### config.mk
export PLATFORM = sky130hd
export DESIGN_NAME = radix_mem_arbiter
export DESIGN_NICKNAME = d
export VERILOG_FILES = /design/src/rtl/radix_pkg.sv /design/src/rtl/radix_arb_grant.sv /design/src/rtl/radix_mem_arbiter.sv
export SDC_FILE = /design/constraint.sdc
export NUM_CORES = 1
export LEC_CHECK = 0
export ABC_CLOCK_PERIOD_IN_PS = 2600
export BUFFER_PORTS_ARGS = -buffer_cell sky130_fd_sc_hd__buf_2
export CAP_MARGIN = 10
export CORE_ASPECT_RATIO = 0.9
export CORE_MARGIN = 3
export CORE_UTILIZATION = 45
export CTS_BUF_LIST = sky130_fd_sc_hd__clkbuf_16
export DETAILED_ROUTE_END_ITERATION = 10
export PLACE_DENSITY = 0.88
export SYNTH_ARGS = -nofsm -noshare
export SYNTH_HDL_FRONTEND = slang
export SYNTH_HIERARCHICAL = 1
export SYNTH_SLANG_ARGS = --single-unit
### constraint.sdc
create_clock -name clk -period 2.6 [get_ports clk]
set_input_delay 0.13 -clock clk [delete_from_list [all_inputs] [get_ports clk]]
set_output_delay 0.13 -clock clk [all_outputs]
set_load 0.01 [all_outputs]
### src/rtl/radix_pkg.sv
// radix_pkg: shared types for the radix memory arbiter.
//   arb_state_t - arbiter FSM states
//   req_id_t    - which requester owns the in-flight transaction
//   STREAK_W    - width of the LS-grant streak counter (holds limits 1..15)
package radix_pkg;

  typedef enum logic [1:0] {
    IDLE  = 2'd0,
    ISSUE = 2'd1,
    WAIT  = 2'd2,
    RESP  = 2'd3
  } arb_state_t;

  typedef enum logic {
    REQ_IF = 1'b0,
    REQ_LS = 1'b1
  } req_id_t;

  localparam int STREAK_W = 4;

endpackage

### src/rtl/radix_arb_grant.sv
// radix_arb_grant: grant decision between fetch (IF) and load/store (LS)
// requesters, with a starvation guard for IF.
//   clk, rst            - clock, synchronous active-high reset
//   arb_en              - arbitration window open (arbiter idle)
//   if_valid, ls_valid  - requester valids
//   grant_if, grant_ls  - one-hot grant, combinational
module radix_arb_grant
  import radix_pkg::*;
#(
  parameter int STARVE_LIMIT = 4
) (
  input  logic clk,
  input  logic rst,
  input  logic arb_en,
  input  logic if_valid,
  input  logic ls_valid,
  output logic grant_if,
  output logic grant_ls
);

  localparam logic [STREAK_W-1:0] LIMIT = STREAK_W'(STARVE_LIMIT);

  // Consecutive LS grants taken while IF was also waiting.
  logic [STREAK_W-1:0] streak;
  logic                if_starved;

  always_comb begin
    if_starved = if_valid && (streak == LIMIT);
    grant_ls   = arb_en && ls_valid && !if_starved;
    grant_if   = arb_en && if_valid && !grant_ls;
  end

  always_ff @(posedge clk) begin
    if (rst) begin
      streak <= '0;
    end else if (grant_if) begin
      streak <= '0;
    end else if (grant_ls) begin
      // An LS grant with nobody else waiting is not starving anyone.
      if (!if_valid)
        streak <= '0;
      else if (streak != LIMIT)
        streak <= streak + 1'b1;
    end
  end

endmodule

### src/rtl/radix_mem_arbiter.sv
// radix_mem_arbiter: shares one memory port between an instruction-fetch (IF)
// and a load/store (LS) requester, one transaction in flight at a time.
//   clk, rst          - clock, synchronous active-high reset
//   if_req_*          - fetch request (valid/ready/addr)
//   if_rsp_*          - fetch response, one-cycle valid pulse + data
//   ls_req_*          - load/store request (valid/ready/addr/we/wdata/be)
//   ls_rsp_*          - load data or store ack, one-cycle pulse (data 0 on store)
//   mem_req_*         - memory request, held stable until mem_req_ready
//   mem_rsp_*         - memory response, one per request
//   err_spurious      - sticky flag: memory response arrived outside WAIT
//
// state | meaning
// IDLE  | arbitrate; winner sees ready and its request is latched
// ISSUE | present latched request to memory until accepted
// WAIT  | wait for the memory response, capture read data
// RESP  | one-cycle response pulse to the owning requester
module radix_mem_arbiter
  import radix_pkg::*;
#(
  parameter int ADDR_W       = 32,
  parameter int DATA_W       = 32,
  parameter int STARVE_LIMIT = 4
) (
  input  logic                  clk,
  input  logic                  rst,
  input  logic                  if_req_valid,
  output logic                  if_req_ready,
  input  logic [ADDR_W-1:0]     if_req_addr,
  output logic                  if_rsp_valid,
  output logic [DATA_W-1:0]     if_rsp_data,
  input  logic                  ls_req_valid,
  output logic                  ls_req_ready,
  input  logic [ADDR_W-1:0]     ls_req_addr,
  input  logic                  ls_req_we,
  input  logic [DATA_W-1:0]     ls_req_wdata,
  input  logic [DATA_W/8-1:0]   ls_req_be,
  output logic                  ls_rsp_valid,
  output logic [DATA_W-1:0]     ls_rsp_data,
  output logic                  mem_req_valid,
  input  logic                  mem_req_ready,
  output logic [ADDR_W-1:0]     mem_req_addr,
  output logic                  mem_req_we,
  output logic [DATA_W-1:0]     mem_req_wdata,
  output logic [DATA_W/8-1:0]   mem_req_be,
  input  logic                  mem_rsp_valid,
  input  logic [DATA_W-1:0]     mem_rsp_data,
  output logic                  err_spurious
);

  arb_state_t            state, state_nxt;
  req_id_t               owner_q;
  logic [ADDR_W-1:0]     addr_q;
  logic                  we_q;
  logic [DATA_W-1:0]     wdata_q;
  logic [DATA_W/8-1:0]   be_q;
  logic [DATA_W-1:0]     rdata_q;
  logic                  err_q;
  logic                  grant_if, grant_ls;
  logic                  arb_en;

  // Gating with rst keeps ready low during the reset cycle itself.
  assign arb_en = (state == IDLE) && !rst;

  radix_arb_grant #(
    .STARVE_LIMIT(STARVE_LIMIT)
  ) u_grant (
    .clk      (clk),
    .rst      (rst),
    .arb_en   (arb_en),
    .if_valid (if_req_valid),
    .ls_valid (ls_req_valid),
    .grant_if (grant_if),
    .grant_ls (grant_ls)
  );

  always_comb begin
    state_nxt     = state;
    if_req_ready  = grant_if;
    ls_req_ready  = grant_ls;
    mem_req_valid = 1'b0;
    if_rsp_valid  = 1'b0;
    ls_rsp_valid  = 1'b0;
    case (state)
      IDLE: begin
        if (grant_if || grant_ls)
          state_nxt = ISSUE;
      end
      ISSUE: begin
        mem_req_valid = 1'b1;
        if (mem_req_ready)
          state_nxt = WAIT;
      end
      WAIT: begin
        if (mem_rsp_valid)
          state_nxt = RESP;
      end
      RESP: begin
        if_rsp_valid = (owner_q == REQ_IF);
        ls_rsp_valid = (owner_q == REQ_LS);
        state_nxt    = IDLE;
      end
      default: state_nxt = IDLE;
    endcase
  end

  always_ff @(posedge clk) begin
    if (rst) begin
      state   <= IDLE;
      owner_q <= REQ_IF;
      addr_q  <= '0;
      we_q    <= 1'b0;
      wdata_q <= '0;
      be_q    <= '0;
      rdata_q <= '0;
      err_q   <= 1'b0;
    end else begin
      state <= state_nxt;
      if (grant_ls) begin
        owner_q <= REQ_LS;
        addr_q  <= ls_req_addr;
        we_q    <= ls_req_we;
        wdata_q <= ls_req_wdata;
        be_q    <= ls_req_be;
      end else if (grant_if) begin
        owner_q <= REQ_IF;
        addr_q  <= if_req_addr;
        we_q    <= 1'b0;
        wdata_q <= '0;
        be_q    <= '1;
      end
      if (mem_rsp_valid) begin
        if (state == WAIT)
          rdata_q <= we_q ? '0 : mem_rsp_data;
        else
          err_q <= 1'b1;
      end
    end
  end

  assign mem_req_addr  = addr_q;
  assign mem_req_we    = we_q;
  assign mem_req_wdata = wdata_q;
  assign mem_req_be    = be_q;
  assign if_rsp_data   = rdata_q;
  assign ls_rsp_data   = rdata_q;
  assign err_spurious  = err_q;

endmodule

==> results of run 1 <==
==> registers in the layout, indices dropped and copies added, names as in the netlist <==
register,cells
mem_req_wdata,32
mem_req_we,1
owner_q,1
state,2
if_rsp_data,32
mem_req_be,4
u_grant/streak,4
mem_req_addr,32
err_spurious,1
==> Yosys cell counts <==
master       n  area (um^2)
nor3b_1     33          248
nor2b_1      8         50.1
inv_1        9         33.8
mux2_2       3         33.8
and3_1       1         6.26
nand2_1     38          143
a311oi_1     1         8.76
or4_1        1         7.51
o311ai_0     1         8.76
mux2i_1     32          320
nand4bb_1    1         11.3
and2_1       1         6.26
mux2_4      29          435
nand4b_1    32          280
o21ai_0      1         5.00
ha_1         7         87.6
a31oi_1      1         6.26
buf_4       32          240
clkbuf_1    16         60.1
nand3_1      3         15.0
nand3b_1     1         7.51
nor2_1      68          255
buf_2       23          115
o211a_1      1         10.0
buf_6        8         90.1
nor3_1       9         45.0
nand3b_4     1         20.0
o41ai_1      1         8.76
nor3b_2      1         12.5
a32oi_1      1         8.76
a21oi_1     71          355
dfxtp_1    109         2180
==> power by group through the flow <==
stage / clock network (mW) / logic (mW) / registers, mW
floorplan: 0 / 0.978 / 2.11
global placement: 0 / 1.50 / 2.02
detailed placement: 0 / 1.54 / 2.03
CTS: 1.24 / 1.54 / 2.00
global route: 1.29 / 1.68 / 2.02
finish: 1.20 / 1.53 / 2.00
==> cell families (layout without fill, tap and decap cells) <==
logic type               after synthesis  count (layout)
AO/OA/AOI/OAI                         78              78
adder cells (fa/ha/maj)                7               7
buffers and inverters                 88             316
flip-flops                           109             109
multiplexers                          64              64
other                                  0               1
AND/OR/NAND/NOR                      198             198
==> layout make-up <==
type                            instances  area (um^2)  share of cell area
Multi-Input combinational cell        347         2420               0.365
Sequential cell                       109         2180               0.330
Timing Repair Buffer                  291         1530               0.231
Clock buffer                            9          225              0.0340
Tap cell                              152          190              0.0287
Clock inverter                          7         35.0             0.00529
Inverter                                9         33.8             0.00510
Antenna cell                            1         2.50            0.000378
==> path summary, 6_finish.rpt <==
path | from | to | slack (ns) | cells after the start
max | state[0] | mem_req_addr[0] | 0.30 | 9
min | ls_req_wdata[4] | mem_req_wdata[4] | 0.03 | 3
max reg2reg | state[0] | mem_req_addr[0] | 0.30 | 9
min reg2reg | if_rsp_data[12] | if_rsp_data[12] | 0.46 | 2
==> layer usage <==
metal / part of all wire / vias up
met5: 0 / -
met4: 0.017 / 0
met3: 0.078 / 16
met2: 0.51 / 182
met1: 0.40 / 2094
li1: - / 2286
==> worst reg2reg max path: cells and delay by family (launching register included) <==
kind | cells | cell delay (ns)
mux | 2 | 0.54
buf+inv | 2 | 0.45
simple gates | 3 | 0.42
flops | 1 | 0.34
compound gates | 1 | 0.24
fa+ha+maj | 1 | 0.18
==> flow_summary_export.csv, run 1 <==
group,metric,value,unit
run_status,outcome,"finished clean",
cts,clkLatencyLatePin,0.33,ns
power,p_comb_frac,0.324,
die,die_w,118,um
cts,cts_tree,"done",
sta,fin_hold_ws,0.0259,ns
layout,final_util,0.605,
power,internal_power,3.24,mW
routing,via_per_inst,4.95,
synthesis,yosysWarningCount,6,
power,p_total,4.73,mW
critical_path,required,2.80,ns
grt,grt.busiest_layer,"met2",
sta,worst_slack,0.301,ns
critical_path,critPathBufInv,2,
routing,drtPass1Iterations,6,
grt,antenna_found_initial,1,
sta,drv_slew,0,
grt,grt.met3_usage,0.0607,
power,power.leakage,3.18,nW
critical_path,cp-end-kind,"register",
routing,vias,4578,
die,core,10900,um^2
power,ir_drop,395,uV
layout,final_cells,925,
power,p_per_area,715,nW/um^2
place,port_buffers,277,
critical_path,cp_slowest_stage_delay,0.34,ns
cts,clk_pin_slew,0.07,ns
synthesis,synth_mux_area_frac,0.154,
run,max_cap_viol_count,0,
synthesis,synth_fa_ha_area_frac,0.0171,
place,pre_cts_ws,0.299,ns
synthesis,synth-compound-area-share,0.0804,
synthesis,ys_seq_area_frac,0.426,
layout,fill_cells,936,
sta,maxSlewHeadroom,0.597,
synthesis,synth_top_family_by_area,"simple AND/OR/NAND/NOR gates",
synthesis,avgSynthCellArea,9.41,um^2
layout,fin_nets,913,
critical_path,crit_family,"multiplexers",
layout,finalInstanceArea,6620,um^2
sta,rsz0062_at_grt,"no",
synthesis,syn_nets,690,
power,seqPwrFrac,0.422,
critical_path,critPathKind,"register to register",
synthesis,synth-simple-area-share,0.216,
die,io_pins,278,
place,gp_congestion,0.791,
grt,overflow,0,
sta,worst_pin_slew,0.605,ns
sta,finalHoldViolCount,0,
grt,grt_usage,0.200,
cts,cts_buffer_depth,2,
cts,hold_buffers,0,
cts,cts_setup_buffers,0,
sta,finalSetupViolations,0,
power,p_sw_frac,0.316,
critical_path,cpMaxStageDelayCell,"dfxtp_1",
synthesis,ys_ff_latch,109,
routing,drtIter0Drc,202,
cts,cts_buffers,9,
sta,setup-tns-final,0,ns
critical_path,start_kind,"register",
grt,use_met2,0.364,
place,place_hpwl,10200,um
layout,drive_gt1_frac,0.438,
die,die-area,12700,um^2
synthesis,synth_cells,544,
sta,period_share,0.884,
die,dieHeight,107,um
critical_path,crit_path_cell_trace,"inv_1, ha_1, nor2b_1, nand2_1, a21oi_4, buf_12, mux2_4, mux2i_1, nor2_1",
sta,maxClockFrequency,0.435,GHz
cts,cts.sinks,109,
routing,wirelength,13500,um
critical_path,crit_arrival,2.50,ns
power,switching_power,1.49,mW
grt,grt_pass1_wl,20500,um
grt,grtUsageMet1,0.223,
place,place_area,6360,um^2
layout,final_cell_mix,"buf_2, dfxtp_1, a21oi_1",
layout,area_growth,29.3,%
layout,final_common_cell,"buf_2",
critical_path,crit_fanout,50,
routing,post-route-drc-count,0,
grt,grt_max_degree,61,
cts,cts-htree-levels,3,
sta,fin_skew,0.00360,ns
routing,wl_per_cell,14.6,um
die,rows,36,
routing,antenna_left,0,
synthesis,synth_xor_area_frac,0,
power,clkPwrFrac,0.254,
cts,cts-root-buf,"clkbuf_16",
hold_path,worst_hold_path_type,"input port to register",
synthesis,synth_cell_types,32,
die,initial_utilization,0.468,
place,placedCellCount,908,
sta,layout_min_cycle_time,2.30,ns
grt,grt_pass1_vias,4164,
cts,cts_resized,0,
synthesis,syn-cell-area,5120,um^2
Note: power is estimated with default switching activity, not from simulation.
==> run 2, diff against run 1 <==
--- a/config.mk
+++ b/config.mk
@@ -10,11 +10,10 @@
 export CAP_MARGIN = 10
 export CORE_ASPECT_RATIO = 0.9
 export CORE_MARGIN = 3
-export CORE_UTILIZATION = 45
+export CORE_UTILIZATION = 35
 export CTS_BUF_LIST = sky130_fd_sc_hd__clkbuf_16
 export DETAILED_ROUTE_END_ITERATION = 10
-export PLACE_DENSITY = 0.88
+export PLACE_DENSITY = 0.73
 export SYNTH_ARGS = -nofsm -noshare
 export SYNTH_HDL_FRONTEND = slang
-export SYNTH_HIERARCHICAL = 1
 export SYNTH_SLANG_ARGS = --single-unit
==> flow_summary_export.csv, run 2 <==
group,metric,value,unit
run_status,outcome,"finished clean",
layout,finalInstanceArea,6360,um^2
layout,area_growth,30.3,%
synthesis,ys_ff_latch,109,
synthesis,synth_most_common_cell,"dfxtp_1",
routing,post-route-drc-count,0,
synthesis,synth_top_cell_area_share,0.447,
synthesis,yosysWarningCount,0,
die,rows,40,
grt,grtUsageMet1,0.227,
sta,worst_pin_slew,1.03,ns
routing,wirelength,13800,um
sta,fin_hold_ws,0.0268,ns
layout,fill_cells,1335,
sta,setup-tns-final,0,ns
power,power.leakage,3.01,nW
cts,cts_tree,"done",
synthesis,async_flop_share,0,
synthesis,ys_seq_area_frac,0.447,
grt,grt_pass1_wl,21600,um
sta,finalSetupViolations,0,
cts,hold_buffers,0,
power,p_per_area,794,nW/um^2
run,max_cap_viol_count,0,
routing,antenna_left,0,
synthesis,syn-cell-area,4880,um^2
synthesis,synth_cells,541,
synthesis,synth_top_cells_by_count,"dfxtp_1, nor2_1, a21oi_1, buf_4, nand2_1",
grt,overflow,0,
sta,finalHoldViolCount,0,
synthesis,syn_nets,686,
layout,diodes,0,
sta,maxSlewHeadroom,0.308,
place,place_area,6070,um^2
place,place_hpwl,10200,um
sta,period_share,0.825,
cts,cts_resized,0,
sta,maxClockFrequency,0.466,GHz
grt,grt_usage,0.174,
sta,drv_slew,0,
layout,final_cell_mix,"buf_2, dfxtp_1, nor2_1",
routing,via_per_inst,4.79,
grt,grt_pass1_vias,4254,
routing,drtIter0Drc,262,
cts,clkLatencyLatePin,0.35,ns
routing,drtPass1Iterations,4,
cts,cts-root-buf,"clkbuf_16",
sta,layout_min_cycle_time,2.14,ns
power,ir_drop,457,uV
hold_path,worst_hold_path_type,"input port to register",
place,gp_congestion,0.830,
synthesis,avgSynthCellArea,9.02,um^2
layout,drive_gt1_frac,0.471,
synthesis,synth_edf_count,0,
sta,fin_skew,0.00960,ns
die,die-area,15400,um^2
synthesis,synthTopCellsByArea,"dfxtp_1, a211oi_2, nor2_1",
cts,cts.sinks,109,
routing,vias,4481,
synthesis,synth_flop_cell,"dfxtp_1",
sta,rsz0062_at_grt,"no",
grt,antenna_found_initial,0,
critical_path,start_kind,"register",
cts,cts_buffers,9,
critical_path,crit_fanout,34,
die,die_w,130,um
critical_path,required,2.47,ns
critical_path,critPathKind,"register to output port",
grt,grt.busiest_layer,"met2",
grt,grt.met3_usage,0.0467,
layout,fin_nets,907,
die,initial_utilization,0.361,
cts,clk_pin_slew,0.08,ns
cts,cts-htree-levels,3,
die,dieHeight,118,um
die,io_pins,278,
grt,grt_max_degree,60,
grt,use_met2,0.279,
synthesis,synth_top_area_cell,"dfxtp_1",
routing,wl_per_cell,14.8,um
cts,cts_buffer_depth,2,
die,core,13500,um^2
place,port_buffers,277,
cts,cts_setup_buffers,0,
layout,final_common_cell,"buf_2",
synthesis,synth_cell_types,39,
critical_path,crit_arrival,2.01,ns
critical_path,cp-end-kind,"output port",
[run 2: changes by cell type after synthesis, moves of 6 or more]
| cell | change |
|---|---|
| a211oi_2 | +31 |
| a22oi_1 | +23 |
| a22oi_2 | +10 |
| buf_2 | -14 |
| buf_4 | +7 |
| mux2_4 | -29 |
| mux2i_1 | -30 |
| nand4b_1 | -32 |
| nor2_1 | +33 |
| nor2_2 | +10 |
| nor2b_1 | -6 |
[run 2: metrics by stage]
stage	setup WS [ns]	util	instances	total power [mW]
floorplan	0.946	-	541	3.30
global placement	0.733	0.450	919	3.77
detailed placement	0.707	0.450	919	3.79
CTS	0.430	0.471	935	5.13
global route	0.283	0.471	935	5.38
finish	0.455	0.471	935	5.05
[run 2: layout make-up]
type	count	area, um^2	share of cell area
Sequential cell	109	2180	0.343
Multi-Input combinational cell	349	2170	0.342
Timing Repair Buffer	286	1480	0.233
Clock buffer	9	225	0.0354
Tap cell	168	210	0.0331
Clock inverter	7	58.8	0.00925
Inverter	7	28.8	0.00453
[run 2: logic make-up after synthesis]
group	after synthesis	synth area share
DFF	109	0.447
AOI/OAI and AO/OA	139	0.222
adders and majority gates	6	0.0154
xor gates and xnor gates	2	0.00359
and+or+nand+nor	200	0.198
buffers and inverters	83	0.110
muxes	2	0.00410
[run 2: worst paths after layout]
path / from / end / slack (ns) / cells after the start
setup / recovery: state[1] / if_req_ready / 0.46 / 8
hold / removal: ls_req_wdata[1] / mem_req_wdata[1] / 0.03 / 3
setup reg to reg: state[1] / mem_req_addr[11] / 0.68 / 8
hold reg to reg: mem_req_be[1] / mem_req_be[1] / 0.49 / 2
[run 2: where the power goes]
part / total, mW / internal, mW / switching (mW) / leakage, nW
registers: 2.08 / 1.92 / 0.152 / 0.890
clock network: 1.31 / 0.664 / 0.648 / 0.141
logic: 1.66 / 0.703 / 0.959 / 1.98
[run 2: critical path, stage by stage (launching register included)]
cell and delay (ns):
dfxtp_1 0.35, inv_1 0.09, ha_1 0.27, and3b_2 0.27, nand2_4 0.07, inv_4 0.17
buf_12 0.23, nor2_1 0.07, buf_2 0.15
[run 2: routing by layer]
metal  wire [um]  vias up
met4         325        0
met2        6780      130
met1        6040     2067
met3         697       25
met5           0        -
li1            -     2259
